==> config.mk <==
export PLATFORM = sky130hd
export DESIGN_NAME = fetch_stage
export DESIGN_NICKNAME = d
export VERILOG_FILES = /design/src/rtl/fetch_stage.sv
export SDC_FILE = /design/constraint.sdc
export NUM_CORES = 1
export LEC_CHECK = 0
export CAP_MARGIN = 20
export CORE_UTILIZATION = 51
export DETAILED_ROUTE_END_ITERATION = 7
export GPL_TIMING_DRIVEN = 0
export PLACE_DENSITY_LB_ADDON = 0.1
export SYNTH_ARGS = -nofsm -noshare
export SYNTH_HDL_FRONTEND = slang
export SYNTH_SLANG_ARGS = --single-unit
==> constraint.sdc <==
create_clock -name clk -period 6.45 [get_ports clk]
set_clock_uncertainty 0.05 [all_clocks]
set_input_delay 1.29 -clock clk [delete_from_list [all_inputs] [get_ports clk]]
set_output_delay 1.29 -clock clk [all_outputs]
set_load 0.02 [all_outputs]
==> src/rtl/fetch_stage.sv <==
`default_nettype none
// +----------------------------------------------------------------------+
// | fetch_stage                                                          |
// | Instruction-fetch initiator: PC, IF/ID register, redirect and stall. |
// | Rev 1.0                                                              |
// +----------------------------------------------------------------------+
module fetch_stage #(
  parameter logic [31:0] RESET_PC  = 32'h0000_0000,
  parameter logic [31:0] PC_STEP   = 32'd4,
  parameter int          CNT_WIDTH = 32
) (
  input  logic                 clk,
  input  logic                 rst_n,
  input  logic                 freeze,
  input  logic                 branch_taken,
  input  logic [31:0]          branch_addr,
  output logic [31:0]          PC_out,
  input  logic [31:0]          Instruction,
  output logic [31:0]          if_id_pc,
  output logic [31:0]          if_id_instr,
  output logic                 if_id_valid,
  output logic                 flush_id,
  output logic                 misalign_err,
  output logic [CNT_WIDTH-1:0] fetch_count
);

  localparam logic [CNT_WIDTH-1:0] c_cnt_one = {{(CNT_WIDTH-1){1'b0}}, 1'b1};

  logic [31:0]          r_pc;
  logic [31:0]          r_if_id_pc;
  logic [31:0]          r_if_id_instr;
  logic                 r_if_id_valid;
  logic                 r_misalign;
  logic [CNT_WIDTH-1:0] r_fetch_count;

  logic [31:0]          w_pc_seq;
  logic [31:0]          w_pc_branch;
  logic                 w_branch_misaligned;

  // Targets are forced word aligned; the low bits only feed the sticky error.
  assign w_pc_seq            = r_pc + PC_STEP;
  assign w_pc_branch         = {branch_addr[31:2], 2'b00};
  assign w_branch_misaligned = (branch_addr[1:0] != 2'b00);

  always_ff @(posedge clk or negedge rst_n) begin
    if (!rst_n) begin
      r_pc          <= RESET_PC;
      r_if_id_pc    <= 32'h0;
      r_if_id_instr <= 32'h0;
      r_if_id_valid <= 1'b0;
      r_misalign    <= 1'b0;
      r_fetch_count <= '0;
    end else if (branch_taken) begin
      // Redirect wins over freeze and squashes the wrong-path word.
      r_pc          <= w_pc_branch;
      r_if_id_pc    <= 32'h0;
      r_if_id_instr <= 32'h0;
      r_if_id_valid <= 1'b0;
      if (w_branch_misaligned) begin
        r_misalign <= 1'b1;
      end
    end else if (!freeze) begin
      r_pc          <= w_pc_seq;
      r_if_id_pc    <= w_pc_seq;
      r_if_id_instr <= Instruction;
      r_if_id_valid <= 1'b1;
      r_fetch_count <= r_fetch_count + c_cnt_one;
    end
  end

  assign PC_out       = r_pc;
  assign if_id_pc     = r_if_id_pc;
  assign if_id_instr  = r_if_id_instr;
  assign if_id_valid  = r_if_id_valid;
  assign misalign_err = r_misalign;
  assign fetch_count  = r_fetch_count;
  assign flush_id     = branch_taken;

endmodule
`default_nettype wire

==> flow_summary.toml <==
[run_status]
status = "complete, no violations"

[pwr]
clock_power_share = 0.390
combinationalPowerShare = 0.202
p_sw_mw = 0.6577
swShare = 0.2878
internal_power_mw = 1.627
pwr-share-seq = 0.408
peakVddDrop_v = 0.0001949
leakagePower_nw = 3.666
powerDensity_mw_per_mm2 = 251.5

[min_path]
hp-class = "register to register"
whs_path_depth = 1
hp-start = "fetch_count[31]"
holdPathEnd = "fetch_count[31]"

[critical_path]
critPathKind = "input pin to output port"
startpoint_type = "input pin"
cp-end-kind = "output port"
crit_arrival_ns = 2.59
required_ns = 5.11
r2r-end = "if_id_pc[30]"
reg2reg_depth = 5
r2r_slack_ns = 3.72
r2r_start = "PC_out[2]"
path_max_fanout = 6

[synth]
ys.flop_type = "dfrtp_1"
yosysMostFrequentCell = "dfrtp_1"
ys_ff_latch = 127
synth_area_leaders = "dfrtp_1 50%, xnor2_1 6.8%, mux2i_1 5.0%, nor2_1 4.4%, nand4_1 3.4%"
synth_edf_count = 0
yosys_warnings = 0
yosysSeqAreaShare = 0.5004
ys_types = 53
synthTopCellsByCount = "127 x dfrtp_1, 74 x nor2_1, 49 x nand2_1, 49 x xnor2_1, 35 x nand4_1"
syn_area_per_cell_um2 = 9.862
synth.cell_area_mm2 = 0.006351
async_flop_share = 1.000
synth_top_area_frac = 0.5004
synth_top_area_cell = "dfrtp_1"
synthCells = 644

[cts]
cts_made_buffers = 17
ctsHoldBuffers = 0
root_buffer = "clkbuf_16"
clock_latency_ns = 0.42
clk_pin_slew_ns = 0.05
htree_num_levels = 4
cts_resized = 0
cts_buffer_depth = 2
cts.sinks = 127
tritoncts = "done"
cts_setup_buffers = 0

[run]
maxCapViolCount = 0

[timing]
setup_viol_count_final = 0
tns_ns = 0
hold_violations = 0
rsz0062_at_grt = "false"
maxSlewHeadroom = 0.1822
max_slew.worst_pin.slew_ns = 1.215
fin_crit_ns = 3.926
fin_crit_sh = 0.6088
fmax_mhz = 254.7
maxSlewViolCount = 0

[grt]
grt_max_degree = 70
grt_pass1_wl_um = 31050
overflow = 0
gr-usage-all-layers = 0.3145
grt_pass1_vias = 5920
antenna_found_initial = 0

[routing]
final_antenna_net_count = 0
viasPerCell = 5.880
post_drt_wl_per_cell_um = 18.82
dr.pass1.iters = 5
drc = 0
drtIter0Drc = 515
num_vias = 6109
wl_um = 19550

[floorplanning]
placementRows = 40
io_pins = 199
die_w_um = 113.6
die_area_mm2 = 0.01290
coreArea_mm2 = 0.01206
die_h_um = 113.6
start_util = 0.5266

[layout]
finalNetCount = 930
post-route-cell-area_mm2 = 0.009086
fillers = 880
drive_above_1_share = 0.05166
antenna_cells = 0
postLayoutCoreUtil = 0.7533
area_growth_pct = 43.07

[placed_design]
placed_area_mm2 = 0.008546
place_congestion = 0.8893
port_buffers = 195
dp_hpwl_um = 13800
[metal layers]
| metal | global-route usage | vias up | wire length (um) | share of wire |
|---|---|---|---|---|
| li1 | - | 2763 | - | - |
| met1 | 0.4019 | 2954 | 7937 | 0.41 |
| met2 | 0.5061 | 353 | 9279 | 0.47 |
| met3 | 0.09352 | 39 | 1933 | 0.099 |
| met4 | 0.1184 | 0 | 403 | 0.021 |
| met5 | 0 | - | 0 | 0 |
[layout make-up]
| class | instances | area [um2] | area share |
|---|---|---|---|
| Tap cell | 168 | 210.2 | 0.02313 |
| Timing Repair Buffer | 196 | 1981 | 0.2180 |
| Clock buffer | 23 | 478.0 | 0.05260 |
| Clock inverter | 7 | 62.56 | 0.006885 |
| Inverter | 14 | 52.55 | 0.005784 |
| Multi-Input combinational cell | 456 | 2918 | 0.3211 |
| Buffer | 48 | 206.4 | 0.02272 |
| Sequential cell | 127 | 3178 | 0.3498 |
[worst max-delay path, cell delays in order]
cell and delay (ns):
clkdlybuf4s50_1 0.57, buf_4 0.14, clkdlybuf4s50_1 0.59
[cells by family after synthesis]
kind of cell | share of synthesized area
XOR/XNOR | 0.07585
other | 0.0005904
AO/OA/AOI/OAI | 0.1034
adder cells (fa/ha/maj) | 0.003939
buffers and inverters | 0.04078
AND/OR/NAND/NOR | 0.2228
flip-flops | 0.5004
multiplexers | 0.05221
[power groups by stage]
| stage | Combinational (mW) | Clock [mW] | Sequential, mW |
|---|---|---|---|
| detailed placement | 0.460 | 0 | 0.942 |
| CTS | 0.462 | 0.895 | 0.931 |
| finish | 0.462 | 0.890 | 0.933 |
| global placement | 0.449 | 0 | 0.939 |
| floorplan | 0.151 | 0 | 1.00 |
| global route | 0.496 | 0.933 | 0.940 |
[sequential cells by signal (all words and copies together), names as in the netlist]
register      flops
if_id_instr      32
fetch_count      32
PC_out           30
misalign_err      1
if_id_valid       1
if_id_pc         31
[layout by cell type (no fill, tap or decap), types with 10 or more instances in the layout]
cell / count
o21ai_0: 25
clkbuf_16: 17
nand3_1: 21
nand4_1: 35
inv_1: 13
dfrtp_1: 127
mux2i_1: 32
clkdlybuf4s50_1: 194
xnor2_1: 49
nand2_1: 49
o31ai_1: 11
a211oi_1: 10
clkbuf_1: 37
and4_1: 10
nor2_1: 74
nor4_1: 11
nor3_1: 12
or4_1: 14
a311oi_1: 10
[how the worst max path moves through the flow]
stage	slack [ns]	endpoint	startpoint	cells past startpoint
after global placement	-0.81	if_id_instr[13]	rst_n	1
after floorplan	3.43	if_id_instr[10]	freeze	6
after detailed placement	2.53	flush_id	branch_taken	3
final	2.52	flush_id	branch_taken	3
after global routing	2.47	flush_id	branch_taken	3
after CTS	2.52	flush_id	branch_taken	3
[stage by stage]
stage	worst slack (ns)	instances	total power, mW	hold WS, ns
final	2.524	1039	2.285	0.4253
after floorplan	3.431	645	1.153	0.5315
after global placement	-0.8125	1008	1.388	0.4042
after CTS	2.525	1039	2.288	0.4309
after detailed placement	2.528	1009	1.402	0.4136
after global routing	2.471	1039	2.369	0.4557
No activity file was read; power rests on OpenSTA's default activity.
